File: config.mk
export PLATFORM = sky130hd
export DESIGN_NAME = ring_osc_trim_ctrl_flat
export DESIGN_NICKNAME = d
export VERILOG_FILES = /design/src/rtl/ring_osc_trim_ctrl_pkg.sv /design/src/rtl/ring_osc_trim_ctrl_if.sv /design/src/rtl/ring_osc_trim_decode.sv /design/src/rtl/ring_osc_trim_ctrl.sv /design/src/flat_wrapper.sv
export SDC_FILE = /design/constraint.sdc
export NUM_CORES = 1
export LEC_CHECK = 0
export ABC_AREA = 1
export BUFFER_PORTS_ARGS = -buffer_cell sky130_fd_sc_hd__buf_2
export CAP_MARGIN = 20
export CORE_MARGIN = 1.5
export CORE_UTILIZATION = 55
export DETAILED_ROUTE_END_ITERATION = 8
export PLACE_DENSITY = 0.81
export RECOVER_POWER = 50
export SYNTH_ARGS = -nofsm -noshare
export SYNTH_HDL_FRONTEND = slang
export SYNTH_SLANG_ARGS = --single-unit
File: constraint.sdc
create_clock -name clock -period 3.4 [get_ports clock]
set_clock_uncertainty 0.1 [all_clocks]
set_input_delay 0.17 -clock clock [delete_from_list [all_inputs] [get_ports clock]]
set_output_delay 0.17 -clock clock [all_outputs]
set_load 0.05 [all_outputs]
File: src/rtl/ring_osc_trim_ctrl_pkg.sv
// Shared constants, FSM encoding and the trim-word decode for the ring oscillator
// frequency-lock controller.
package ring_osc_trim_ctrl_pkg;

  localparam int TRIM_W   = 26;
  localparam int N_STAGES = 13;
  localparam int TVAL_MAX = 26;
  localparam int TVAL_W   = 5;

  typedef enum logic [2:0] {
    ST_IDLE  = 3'd0,
    ST_WARM1 = 3'd1,
    ST_WARM2 = 3'd2,
    ST_WARM3 = 3'd3,
    ST_TRACK = 3'd4
  } state_e;

  // Primary bank (bits 0..12) fills completely before the secondary bank starts
  function automatic logic [TRIM_W-1:0] trim_decode(input logic [TVAL_W-1:0] tval);
    logic [TRIM_W-1:0] word;
    word = {TRIM_W{1'b0}};
    for (int i = 0; i < N_STAGES; i++) begin
      word[i]            = (int'(tval) > i);
      word[N_STAGES + i] = (int'(tval) > (N_STAGES + i));
    end
    return word;
  endfunction

endpackage

File: src/rtl/ring_osc_trim_ctrl_if.sv
// Control/status bundle between the trim controller (slave) and its host (master).
interface ring_osc_trim_ctrl_if import ring_osc_trim_ctrl_pkg::*; #(
  parameter int DIV_W = 5
);

  logic              enable;
  logic              dco;
  logic [DIV_W-1:0]  div;
  logic [TRIM_W-1:0] ext_trim;
  logic [TRIM_W-1:0] trim;
  logic              locked;

  modport master (output enable, dco, div, ext_trim, input  trim, locked);
  modport slave  (input  enable, dco, div, ext_trim, output trim, locked);

endinterface

File: src/rtl/ring_osc_trim_decode.sv
// Trim level (0..26) to 26-bit oscillator trim word; purely combinational.
module ring_osc_trim_decode import ring_osc_trim_ctrl_pkg::*; (
  input  logic [TVAL_W-1:0] tval,
  output logic [TRIM_W-1:0] trim
);

  assign trim = trim_decode(tval);

endmodule

File: src/rtl/ring_osc_trim_ctrl.sv
// Frequency-lock loop for the 13-stage ring oscillator: counts oscillator cycles per
// reference period and steps the trim level until the 2-period sum matches 2*div.
module ring_osc_trim_ctrl import ring_osc_trim_ctrl_pkg::*; #(
  parameter int DIV_W     = 5,
  parameter int CNT_W     = 7,
  parameter int HYST      = 1,
  parameter int LOCK_CNT  = 4,
  parameter int TVAL_INIT = 0
) (
  input  logic                clock,
  input  logic                reset,
  input  logic                osc,
  ring_osc_trim_ctrl_if.slave bus
);

  localparam int                CMP_W    = CNT_W + 3;
  localparam int                STB_W    = (LOCK_CNT < 2) ? 1 : $clog2(LOCK_CNT + 1);
  localparam logic [TVAL_W-1:0] TVAL_RST = TVAL_W'(TVAL_INIT);
  localparam logic [TVAL_W-1:0] TVAL_TOP = TVAL_W'(TVAL_MAX);
  localparam logic [TVAL_W-1:0] TVAL_ONE = TVAL_W'(1);
  localparam logic [TVAL_W-1:0] TVAL_BOT = TVAL_W'(0);
  localparam logic [STB_W-1:0]  STB_TOP  = STB_W'(LOCK_CNT);
  localparam logic [STB_W-1:0]  STB_ONE  = STB_W'(1);
  localparam logic [STB_W-1:0]  STB_ZERO = STB_W'(0);
  localparam logic [CNT_W-1:0]  CNT_SAT  = {CNT_W{1'b1}};
  localparam logic [CNT_W-1:0]  CNT_ONE  = CNT_W'(1);
  localparam logic [CNT_W-1:0]  CNT_ZERO = CNT_W'(0);
  localparam logic [TRIM_W-1:0] TRIM_RST = trim_decode(TVAL_RST);

  state_e             state_r, state_nxt_s;
  logic [2:0]         sync_r;
  logic               ref_rise_s, eval_r, eval_go_s, frozen_s;
  logic [CNT_W-1:0]   cnt_r, cur_r, prev_r;
  logic [TVAL_W-1:0]  tval_r, tval_nxt_s, tval_step_s;
  logic [STB_W-1:0]   stable_r, stable_nxt_s;
  logic               locked_r;
  logic [TRIM_W-1:0]  trim_dec_s, trim_dec_r;
  logic signed [CMP_W-1:0] sum_x_s, t2_x_s, hyst_x_s;

  assign frozen_s   = ~bus.enable | bus.dco;
  assign ref_rise_s = sync_r[1] & ~sync_r[2];
  assign eval_go_s  = eval_r & (state_r == ST_TRACK) & ~frozen_s;

  // Reference synchroniser: two metastability flops and one edge-detect flop
  always_ff @(posedge clock or posedge reset) begin
    if (reset) begin
      sync_r <= 3'b000;
    end else begin
      sync_r <= {sync_r[1:0], osc};
    end
  end

  // FSM state register
  always_ff @(posedge clock or posedge reset) begin
    if (reset) begin
      state_r <= ST_IDLE;
    end else begin
      state_r <= state_nxt_s;
    end
  end

  // FSM next state: three reference edges of warm-up before tracking
  always_comb begin
    state_nxt_s = state_r;
    if (frozen_s) begin
      state_nxt_s = ST_IDLE;
    end else begin
      case (state_r)
        ST_IDLE:  state_nxt_s = ST_WARM1;
        ST_WARM1: state_nxt_s = ref_rise_s ? ST_WARM2 : ST_WARM1;
        ST_WARM2: state_nxt_s = ref_rise_s ? ST_WARM3 : ST_WARM2;
        ST_WARM3: state_nxt_s = ref_rise_s ? ST_TRACK : ST_WARM3;
        ST_TRACK: state_nxt_s = ST_TRACK;
        default:  state_nxt_s = ST_IDLE;
      endcase
    end
  end

  // Saturating period counter with two-period history
  always_ff @(posedge clock or posedge reset) begin
    if (reset) begin
      cnt_r  <= CNT_ZERO;
      cur_r  <= CNT_ZERO;
      prev_r <= CNT_ZERO;
    end else if (state_r == ST_IDLE) begin
      cnt_r  <= CNT_ZERO;
      cur_r  <= CNT_ZERO;
      prev_r <= CNT_ZERO;
    end else if (ref_rise_s) begin
      prev_r <= cur_r;
      cur_r  <= cnt_r;
      cnt_r  <= CNT_ONE;
    end else if (cnt_r != CNT_SAT) begin
      cnt_r <= cnt_r + CNT_ONE;
    end else begin
      cnt_r <= cnt_r;
    end
  end

  // Evaluation runs the cycle after a tracked reference edge so prev/cur are fresh
  always_ff @(posedge clock or posedge reset) begin
    if (reset) begin
      eval_r <= 1'b0;
    end else begin
      eval_r <= ref_rise_s & (state_r == ST_TRACK);
    end
  end

  // Signed compare so t2-HYST cannot wrap when div is zero
  assign sum_x_s  = CMP_W'(prev_r) + CMP_W'(cur_r);
  assign t2_x_s   = CMP_W'({bus.div, 1'b0});
  assign hyst_x_s = CMP_W'(HYST);

  always_comb begin
    tval_step_s = tval_r;
    if (sum_x_s > (t2_x_s + hyst_x_s)) begin
      tval_step_s = (tval_r != TVAL_TOP) ? (tval_r + TVAL_ONE) : tval_r;
    end else if (sum_x_s < (t2_x_s - hyst_x_s)) begin
      tval_step_s = (tval_r != TVAL_BOT) ? (tval_r - TVAL_ONE) : tval_r;
    end else begin
      tval_step_s = tval_r;
    end
  end

  // A clamped step leaves tval unchanged and therefore counts toward lock
  always_comb begin
    tval_nxt_s   = tval_r;
    stable_nxt_s = stable_r;
    if (state_r == ST_IDLE) begin
      stable_nxt_s = STB_ZERO;
    end else if (eval_go_s) begin
      tval_nxt_s = tval_step_s;
      if (tval_step_s != tval_r) begin
        stable_nxt_s = STB_ZERO;
      end else if (stable_r != STB_TOP) begin
        stable_nxt_s = stable_r + STB_ONE;
      end else begin
        stable_nxt_s = stable_r;
      end
    end else begin
      tval_nxt_s   = tval_r;
      stable_nxt_s = stable_r;
    end
  end

  ring_osc_trim_decode u_decode (
    .tval (tval_r),
    .trim (trim_dec_s)
  );

  // Trim level, lock tracking and the registered decoded word
  always_ff @(posedge clock or posedge reset) begin
    if (reset) begin
      tval_r     <= TVAL_RST;
      stable_r   <= STB_ZERO;
      locked_r   <= 1'b0;
      trim_dec_r <= TRIM_RST;
    end else begin
      tval_r     <= tval_nxt_s;
      stable_r   <= stable_nxt_s;
      locked_r   <= (state_nxt_s == ST_TRACK) && (stable_nxt_s == STB_TOP);
      trim_dec_r <= trim_dec_s;
    end
  end

  assign bus.trim   = bus.dco ? bus.ext_trim : trim_dec_r;
  assign bus.locked = locked_r;

endmodule
File: src/flat_wrapper.sv
// flat-port wrapper written by rule: the top's interface ports become plain ports
module ring_osc_trim_ctrl_flat import ring_osc_trim_ctrl_pkg::*;
#(
  parameter int DIV_W     = 5,
  parameter int CNT_W     = 7,
  parameter int HYST      = 1,
  parameter int LOCK_CNT  = 4,
  parameter int TVAL_INIT = 0
)
  (clock, reset, osc, bus_enable, bus_dco, bus_div, bus_ext_trim, bus_trim, bus_locked);
  ring_osc_trim_ctrl_if #(.DIV_W(DIV_W)) bus_i ();
  input  logic clock;
  input  logic reset;
  input  logic osc;
  input wire logic [$bits(bus_i.enable)-1:0] bus_enable;
  input wire logic [$bits(bus_i.dco)-1:0] bus_dco;
  input wire logic [$bits(bus_i.div)-1:0] bus_div;
  input wire logic [$bits(bus_i.ext_trim)-1:0] bus_ext_trim;
  output wire logic [$bits(bus_i.trim)-1:0] bus_trim;
  output wire logic [$bits(bus_i.locked)-1:0] bus_locked;
  assign bus_i.enable = bus_enable;
  assign bus_i.dco = bus_dco;
  assign bus_i.div = bus_div;
  assign bus_i.ext_trim = bus_ext_trim;
  assign bus_trim = bus_i.trim;
  assign bus_locked = bus_i.locked;
  ring_osc_trim_ctrl #(.DIV_W(DIV_W), .CNT_W(CNT_W), .HYST(HYST), .LOCK_CNT(LOCK_CNT), .TVAL_INIT(TVAL_INIT)) u_core (.clock(clock), .reset(reset), .osc(osc), .bus(bus_i));
endmodule
==> results.cfg, run 1 <==
[yosys]
synthCells = 434
synth_edf_count = 0
synth-async-reset-ratio_pct = 100
synthMuxAreaShare_pct = 7.82
synthSimpleGateAreaFrac_pct = 18.7
synth_common_cells = nand2_1 (78), inv_1 (65), dfrtp_1 (63), nor2_1 (31), a21oi_1 (30)
synth_compound_area_share_pct = 10.6
ys_warn_count = 0
synth_area_mm2 = 0.00374
syn_avg_cell_area_um2 = 8.62
synth_xor_area_share_pct = 2.34
syn_nets = 500
synth_top_family_by_area = simple AND/OR/NAND/NOR gates
ys_seq_elements = 63
synth_top_area_share_pct = 42.1
synthAdderAreaFrac_pct = 10.2
ys_seq_area_share_pct = 42.1
yosys-top-cells-area = dfrtp_1 (42%), ha_1 (9.7%), mux2_2 (7.8%)
ys_types = 36
yosys.cell_count.top_type = nand2_1
synth_ff_type = dfrtp_1
synth_top_area_cell = dfrtp_1

[placement]
dpl.hpwl_um = 5700
gp_congestion = 0.907
place_area_mm2 = 0.00413
dp_cells = 566
port_buffers = 62

[min_path]
hold_depth = 5
worstHoldPathType = in2reg
min_to = u_core.state_r[1]$_DFF_PP0_
min_from = bus_enable

[worst_setup_path]
startpoint = u_core.cur_r[0]$_DFFE_PP0P_
slowest_stage = fa_1
cp.arrival_ns = 3.26
crit_type = reg2reg
cp_common_cell = nand2_1
slowest_delay_ns = 0.43
critical_path.max_fanout = 6
cp-end-kind = register
cp.required_ns = 3.55
startpoint_type = register
r2r-end = u_core.stable_r[2]$_DFF_PP0_
cp_cell_sequence = ha_1 > fa_1 > a31oi_1 > xor2_1 > ha_1 > nand2_1 > nor2_1 > nand2_1 > nand3_1 > nand2_1 > nand2_2 > nor2_8 > nand3_1 > nand2_1 > nand2_1 > nand3_1 > nand2_1 > nand2_1 > inv_1
crit_family = simple AND/OR/NAND/NOR gates
ff2ff_path_depth = 19
r2r_setup_slack_ns = 0.29
r2r_start = u_core.cur_r[0]$_DFFE_PP0P_
path_buf_inv = 1

[power_and_ir_drop]
p_int_uw = 1260
combPwrFrac_pct = 12.5
p_clk_share_pct = 43.3
p_leak_uw = 0.00212
power_density_mw_per_mm2 = 395
swShare_pct = 26.7
seqPwrFrac_pct = 44.2
netSwitchingPower_uw = 461
irDropWorstVdd_mv = 0.252
total_power_uw = 1720

[layout]
fin_cells = 584
fillers = 495
final_core_util_pct = 67.5
postLayoutCellArea_mm2 = 0.00436
area_growth_pct = 16.5
diodes = 0
fin_nets = 568
drive_gt1_share_pct = 23.7

[status]
violations = design-rule violations
status = complete, but fails checks

[clock_tree]
cts-resized-gates = 0
clkTransAtPathRegs_ns = 0.08
cts_root_buf = clkbuf_8
cts_setup_buffers = 0
clkLatencyLatePin_ns = 0.35
cts.htree.levels = 3
cts_tree = yes
cts_buffer_depth = 2
cts_made_buffers = 9
clkSinkCount = 63

[global_routing]
grt_overflow = 0
grt.total_usage_pct = 21.8
grt_pass1_vias = 2975
antenna_found_initial = 0
grt_start_max_net_pins = 28
grt_first_pass_wirelength_um = 12600

[run]
max-cap-violations = 0

[route]
vias_per_cell = 5.27
first_pass_iters = 7
drtAntennaViolNets = 0
num_vias = 3078
wl_um = 7440
drt_drc_violations_left = 10
wire_per_inst_um = 12.7
drt_iter0_drc = 139

[sta]
rsz0062_at_grt = false
finalMaxSlewViolations = 0
max_freq_mhz = 322
setup_viol = 0
period_minus_slack_ns = 3.11
finalHoldViolations = 0
worstMarginPinSlew_ns = 1.24
slew_headroom_pct = 17.2
tns_ns = 0
fin_crit_sh_pct = 91.4

[floorplan]
row_count = 29
top_level_ports = 63
start_util_pct = 57.9
die_area_mm2 = 0.00731
fp.dieW_um = 85.5
die_h_um = 85.5
coreArea_mm2 = 0.00646
-- worst register-to-register path, delay by kind of cell, from the launching register on --
kind | cells | cell delay, ns
compound gates | 1 | 0.22
xor+xnor | 1 | 0.25
fa+ha+maj | 3 | 0.94
buf+inv | 1 | 0.05
flops | 1 | 0.41
simple gates | 13 | 1.04
-- cell usage in the layout, fill, tap and decap left out, drive strengths merged, types with 2 or more instances in the layout --
cell and instances:
a21oi 33, mux2 26, dfrtp 63, nor4 2, a31oi 7, buf 62, o211ai 3, nor2 35
nand4 4, dlygate4sd3 2, clkbuf 14, bufinv 2, clkinvlp 2, xor2 6, o21ai 24, ha 29
nand3 22, xnor2 4, nand2 84, inv 68, nor3 9
-- metal layers --
| metal | vias to the layer above | global-route usage [%] | routed length (um) | share of wire (%) |
|---|---|---|---|---|
| met1 | 1411 | 25.3 | 3150 | 42 |
| met4 | 0 | 8.21 | 114 | 1.5 |
| met3 | 13 | 5.06 | 381 | 5.1 |
| li1 | 1560 | - | - | - |
| met2 | 94 | 39.1 | 3790 | 51 |
| met5 | - | 0 | 0 | 0 |
-- power by group through the flow --
stage	registers (uW)	clock network (uW)	logic, uW
3_3_place_gp	775	0	211
3_5_place_dp	776	0	218
5_1_grt	762	791	237
4_1_cts	761	752	221
2_1_floorplan	774	0	160
6_report	761	746	216
-- area by class of cell --
type,instances,area (um2),area share (%)
clock buffer,10,138,3.16
multi-input combinational,293,1860,42.6
sequential,63,1580,36.2
clock inverter,6,92.6,2.12
timing repair buffer,68,348,7.98
tap,77,96.3,2.21
inverter,67,254,5.82
-- worst max-delay path by stage --
stage / end / slack [ns] / cells past startpoint
after floorplan: u_core.stable_r[2]$_DFF_PP0_ / 0.59 / 19
after global placement: u_core.stable_r[2]$_DFF_PP0_ / 0.42 / 19
after detailed placement: u_core.stable_r[2]$_DFF_PP0_ / 0.29 / 19
after CTS: u_core.stable_r[2]$_DFF_PP0_ / 0.29 / 19
after global routing: u_core.stable_r[1]$_DFF_PP0_ / 0.03 / 19
final: u_core.stable_r[2]$_DFF_PP0_ / 0.29 / 19
-- cells by family after synthesis --
logic type / after synthesis
adder cells (fa/ha/maj): 30
multiplexers: 26
AO/OA/AOI/OAI: 71
flip-flops: 63
XOR/XNOR: 10
AND/OR/NAND/NOR: 156
buffers and inverters: 78
-- what timing repair did --
item | in CTS | in global routing
hold buffers | 2 | 0
setup endpoints to repair | 0 | 0
endpoints found under the hold margin | 25 | 0
-- metrics by stage --
step / setup WS [ns] / hold slack (ns)
final: 0.293 / 0.0930
after global routing: 0.0272 / 0.113
after CTS: 0.289 / 0.0881
after detailed placement: 0.295 / 0.125
after global placement: 0.417 / 0.117
after floorplan: 0.589 / 0.101
-- sequential cells by signal, indices dropped and copies added (netlist names) --
signal and cells:
u_core.state_r 3, u_core.cnt_r 7, u_core.bus.locked 1, u_core.stable_r 3, u_core.sync_r 3, u_core.tval_r 5
u_core.prev_r 7, u_core.cur_r 7, u_core.eval_r 1, u_core.trim_dec_r 26
Power figures use the tool's default switching activity.
==> run 2: changes to the inputs <==
RECOVER_POWER = 25   (was 50)
==> run 2 against run 1 <==
  * The flow still finishes with violations (design-rule violations)
  * Sequential power about the same
  * First-iteration DRC count unchanged
  * Critical endpoint unchanged
  * Register-to-register slack about the same
  * Combinational power hardly changed
  * Clock power hardly changed
  * Largest cell class unchanged
  * Flip-flop and latch count did not move
  * Global-route usage unchanged
  * Highest routed layer unchanged
==> results.cfg, run 2 (synthesis gave the netlist of run 1 again) <==
[clock_tree]
clkSinkCount = 63
cts.htree.levels = 3
cts_setup_buffers = 0
cts_tree = yes
cts_made_buffers = 9
cts-resized-gates = 0
cts_buffer_depth = 2
clkTransAtPathRegs_ns = 0.08
cts_hold_buf = 2
cts_root_buf = clkbuf_8
clkLatencyLatePin_ns = 0.35

[worst_setup_path]
path_buf_inv = 1
crit_family = simple AND/OR/NAND/NOR gates
slowest_stage = fa_1
cp.required_ns = 3.55
r2r_setup_slack_ns = 0.29
r2r_start = u_core.cur_r[0]$_DFFE_PP0P_
slowest_delay_ns = 0.43
crit_type = reg2reg
critical_path.max_fanout = 6
startpoint_type = register
r2r-end = u_core.stable_r[2]$_DFF_PP0_
cp_cell_sequence = ha_1 > fa_1 > a31oi_1 > xor2_1 > ha_1 > nand2_1 > nor2_1 > nand2_1 > nand3_1 > nand2_1 > nand2_2 > nor2_8 > nand3_1 > nand2_1 > nand2_1 > nand3_1 > nand2_1 > nand2_1 > inv_1
ff2ff_path_depth = 19
cp-end-kind = register
cp_common_cell = nand2_1
cp.arrival_ns = 3.26

[route]
wire_per_inst_um = 12.7
vias_per_cell = 5.27
num_vias = 3078
wl_um = 7440
first_pass_iters = 7
drt_drc_violations_left = 10
drt_iter0_drc = 139
drtAntennaViolNets = 0

[floorplan]
die_area_mm2 = 0.00731
fp.dieW_um = 85.5
row_count = 29
top_level_ports = 63
die_h_um = 85.5
coreArea_mm2 = 0.00646
start_util_pct = 57.9

[status]
status = complete, but fails checks
violations = design-rule violations

[layout]
final_core_util_pct = 67.6
regMostFlops = u_core.trim_dec_r
final_cell_mix = nand2_1 (78), inv_1 (65), dfrtp_1 (63)
fillers = 495
drive_gt1_share_pct = 24.1
final_common_cell = nand2_1
area_growth_pct = 16.7
fin_nets = 568
largest_reg_flops = 26
diodes = 0

[min_path]
hold_depth = 5
min_from = bus_enable
min_to = u_core.state_r[1]$_DFF_PP0_
worstHoldPathType = in2reg

[sta]
worstMarginPinSlew_ns = 0.907
tns_ns = 0
finalMaxSlewViolations = 0
rsz0062_at_grt = false
finalHoldViolations = 0
fin_crit_sh_pct = 91.4
fin_ws_ns = 0.292
period_minus_slack_ns = 3.11
slew_headroom_pct = 39.5
setup_viol = 0
max_freq_mhz = 322

[global_routing]
antenna_found_initial = 0
grt_pass1_vias = 2975
grt_overflow = 0
grt.total_usage_pct = 21.8
grt_first_pass_wirelength_um = 12600
grt_start_max_net_pins = 28

[power_and_ir_drop]
power_density_mw_per_mm2 = 395
p_leak_uw = 0.00213
irDropWorstVdd_mv = 0.252
total_power_uw = 1720

[placement]
place_ws_ns = 0.295
dpl.hpwl_um = 5700
port_buffers = 62
gp_congestion = 0.907

[run]
max-cap-violations = 0
run 2: how the worst max path moves through the flow:
stage | from | to | slack, ns | depth (start not counted)
2_1_floorplan | u_core.prev_r[0]$_DFFE_PP0P_ | u_core.stable_r[2]$_DFF_PP0_ | 0.59 | 19
3_3_place_gp | u_core.prev_r[0]$_DFFE_PP0P_ | u_core.stable_r[2]$_DFF_PP0_ | 0.42 | 19
3_5_place_dp | u_core.cur_r[0]$_DFFE_PP0P_ | u_core.stable_r[2]$_DFF_PP0_ | 0.29 | 19
4_1_cts | u_core.cur_r[0]$_DFFE_PP0P_ | u_core.stable_r[2]$_DFF_PP0_ | 0.29 | 19
5_1_grt | u_core.cur_r[2]$_DFFE_PP0P_ | u_core.stable_r[1]$_DFF_PP0_ | 0.03 | 19
6_report | u_core.cur_r[0]$_DFFE_PP0P_ | u_core.stable_r[2]$_DFF_PP0_ | 0.29 | 19
run 2: where the power goes:
part | internal, uW | leakage [uW] | total (uW) | switching [uW]
Clock | 436 | 0.000109 | 747 | 311
Combinational | 71.8 | 0.00130 | 217 | 145
Sequential | 756 | 0.000718 | 761 | 5.36
run 2: final cells by class:
cell class	instances	area [um2]	share of cell area (%)
repair buffers	68	353	8.08
well taps	77	96.3	2.21
clock inverters	6	92.6	2.12
multi-input cells	293	1860	42.5
inverters	67	254	5.82
flip-flops and latches	63	1580	36.1
clock buffers	10	138	3.15
run 2: stage by stage:
step	instance area (um2)	instances	hold WS, ns
6_report	4370	584	0.0929
5_1_grt	4370	584	0.113
4_1_cts	4380	584	0.0881
3_5_place_dp	4130	566	0.125
3_3_place_gp	4130	566	0.117
2_1_floorplan	3740	434	0.101
run 2: worst register-to-register path: stages, from the launching register on:
cell and delay [ns]:
dfrtp_1 0.41, ha_1 0.22, fa_1 0.43, a31oi_1 0.22, xor2_1 0.25, ha_1 0.29
nand2_1 0.06, nor2_1 0.05, nand2_1 0.05, nand3_1 0.06, nand2_1 0.07, nand2_2 0.08
nor2_8 0.16, nand3_1 0.12, nand2_1 0.09, nand2_1 0.05, nand3_1 0.07, nand2_1 0.07
nand2_1 0.11, inv_1 0.05
run 2: layer usage:
metal	routed length, um	up-vias	share of wire (%)	GRT usage [%]
met5	0	-	0	0
met1	3150	1408	42	25.3
met3	396	13	5.3	5.06
li1	-	1561	-	-
met2	3780	96	51	39.1
met4	114	0	1.5	8.21
==> run 3: changes to the inputs <==
BUFFER_PORTS_ARGS = default   (was -buffer_cell sky130_fd_sc_hd__buf_2)
DONT_BUFFER_PORTS = 1   (was default)
PLACE_DENSITY = 0.73   (was 0.81)
==> run 3 against run 2 <==
  * The run still ends with design-rule violations left
  * Cell count fell by 10%
  * Routed wire length shrank 3.7%
  * Sequential power hardly changed
  * Design area fell by 6.9%
  * Via count fell by 7.7%
  * Core utilization decreased by 4.7 points
  * Register-to-register slack improved by 0.03 ns
  * Critical path depth unchanged
  * Hold slack improved by 0.045 ns
  * Fmax up 1.0%
  * Total power fell by 3.4%
  * Largest cell class unchanged
  * Highest routed layer unchanged
==> results.cfg, run 3 (synthesis gave the netlist of run 1 again) <==
[status]
status = complete, but fails checks
violations = design-rule violations

[route]
drtAntennaViolNets = 0
wl_met3_um = 351
first_pass_iters = 7
wire_per_inst_um = 13.7
drt_iter0_drc = 140
drt_drc_violations_left = 11
num_vias = 2841
wl_um = 7170
m1WireLength_um = 3110
vias_per_cell = 5.43
wl_met2_um = 3580
top_layer = met4

[layout]
diodes = 0
fin_cells = 523
fillers = 558
fin_nets = 507
final_cell_mix = nand2_1 (78), inv_1 (65), dfrtp_1 (63)
drive_gt1_share_pct = 13.7
final_core_util_pct = 62.9
regMostFlops = u_core.trim_dec_r
final_common_cell = nand2_1
largest_reg_flops = 26
area_growth_pct = 8.56

[global_routing]
grt_pass1_vias = 2838
grt_overflow = 0
grt.total_usage_pct = 21.0
grt_first_pass_wirelength_um = 12200
antenna_found_initial = 0
grt_start_max_net_pins = 34

[sta]
fin_crit_sh_pct = 90.5
slew_headroom_pct = 17.5
finalMaxSlewViolations = 0
hold_ws_ns = 0.138
tns_ns = 0
finalHoldViolations = 0
rsz0062_at_grt = false
setup_viol = 0
max_freq_mhz = 325
period_minus_slack_ns = 3.08
worstMarginPinSlew_ns = 1.24

[clock_tree]
cts_hold_buf = 4
clkLatencyLatePin_ns = 0.34
clkSinkCount = 63
cts_root_buf = clkbuf_8
cts_buffer_depth = 2
cts_tree = yes
clkTransAtPathRegs_ns = 0.07
cts-resized-gates = 0
cts.htree.levels = 3
cts_setup_buffers = 0
cts_made_buffers = 9

[placement]
dp_cells = 503
dpl.hpwl_um = 5410
gp_congestion = 0.816
port_buffers = 0

[worst_setup_path]
ff2ff_path_depth = 19
startpoint = u_core.prev_r[0]$_DFFE_PP0P_
cp.required_ns = 3.53
cp.arrival_ns = 3.20
startpoint_type = register
r2r_start = u_core.prev_r[0]$_DFFE_PP0P_
critical_path.max_fanout = 6
crit_type = reg2reg
cp-end-kind = register

[floorplan]
die_h_um = 85.5
die_area_mm2 = 0.00731
start_util_pct = 57.9
row_count = 29
top_level_ports = 63
coreArea_mm2 = 0.00646
fp.dieW_um = 85.5

[run]
max-cap-violations = 0

[min_path]
hold_depth = 5
worstHoldPathType = in2reg
min_from = bus_enable

[power_and_ir_drop]
power_density_mw_per_mm2 = 410
p_leak_uw = 0.00191
irDropWorstVdd_mv = 0.265
==> run 3: changes by cell type in the layout (fill, tap and decap cells not counted), sizes merged <==
cell,delta
clkinv,+2
clkbuf,-2
dlygate4sd3,+2
buf,-62
clkinvlp,-1
==> run 3: path summary, 6_finish.rpt <==
kind | to | slack, ns
max in group asynchronous | u_core.tval_r[0]$_DFFE_PP0P_ | 1.66
min | u_core.tval_r[0]$_DFFE_PP0P_ | 0.14
max | u_core.stable_r[1]$_DFF_PP0_ | 0.32
min in group asynchronous | u_core.trim_dec_r[1]$_DFF_PP0_ | 0.51
min reg2reg | u_core.sync_r[1]$_DFF_PP0_ | 0.26
max reg2reg | u_core.stable_r[1]$_DFF_PP0_ | 0.32
==> run 3: layout make-up <==
type	count	area (um2)	area share, %
inverters	67	254	6.25
repair buffers	7	58.8	1.45
well taps	77	96.3	2.37
clock buffers	9	124	3.05
multi-input cells	293	1860	45.7
clock inverters	7	95.1	2.34
flip-flops and latches	63	1580	38.8
==> run 3: metrics by stage <==
stage | total power [uW] | instance area, um2 | setup WS [ns]
2_1_floorplan | 934 | 3740 | 0.589
3_3_place_gp | 952 | 3810 | 0.414
3_5_place_dp | 955 | 3810 | 0.322
4_1_cts | 1670 | 4070 | 0.316
5_1_grt | 1740 | 4060 | 0.0521
6_report | 1670 | 4060 | 0.323
==> run 3: routing by layer <==
layer	vias to the layer above	GRT usage, %
li1	1430	-
met1	1333	24.7
met2	66	37.7
met3	12	4.28
met4	0	8.06
met5	-	0
==> run 3: worst max-delay path, stage by stage, from the launching register on <==
cell,delay (ns)
dfrtp_1,0.39
ha_1,0.23
fa_1,0.43
a31oi_1,0.23
xor2_1,0.25
ha_1,0.29
nand2_1,0.06
nor2_1,0.05
nand2_1,0.05
nand3_1,0.06
nand2_1,0.07
nand2_2,0.08
nor2_8,0.16
nand3_1,0.11
nand2_1,0.09
nand2_1,0.05
nand3_1,0.07
nand2_1,0.07
inv_1,0.09
nor2_1,0.04
==> run 3: power breakdown <==
| group | total, uW | internal (uW) | switching (uW) | leakage [uW] |
|---|---|---|---|---|
| clock | 723 | 414 | 310 | 0.000110 |
| combinational | 182 | 50.7 | 131 | 0.00109 |
| sequential | 761 | 756 | 5.43 | 0.000718 |
| total | 1670 | 1220 | 446 | 0.00191 |
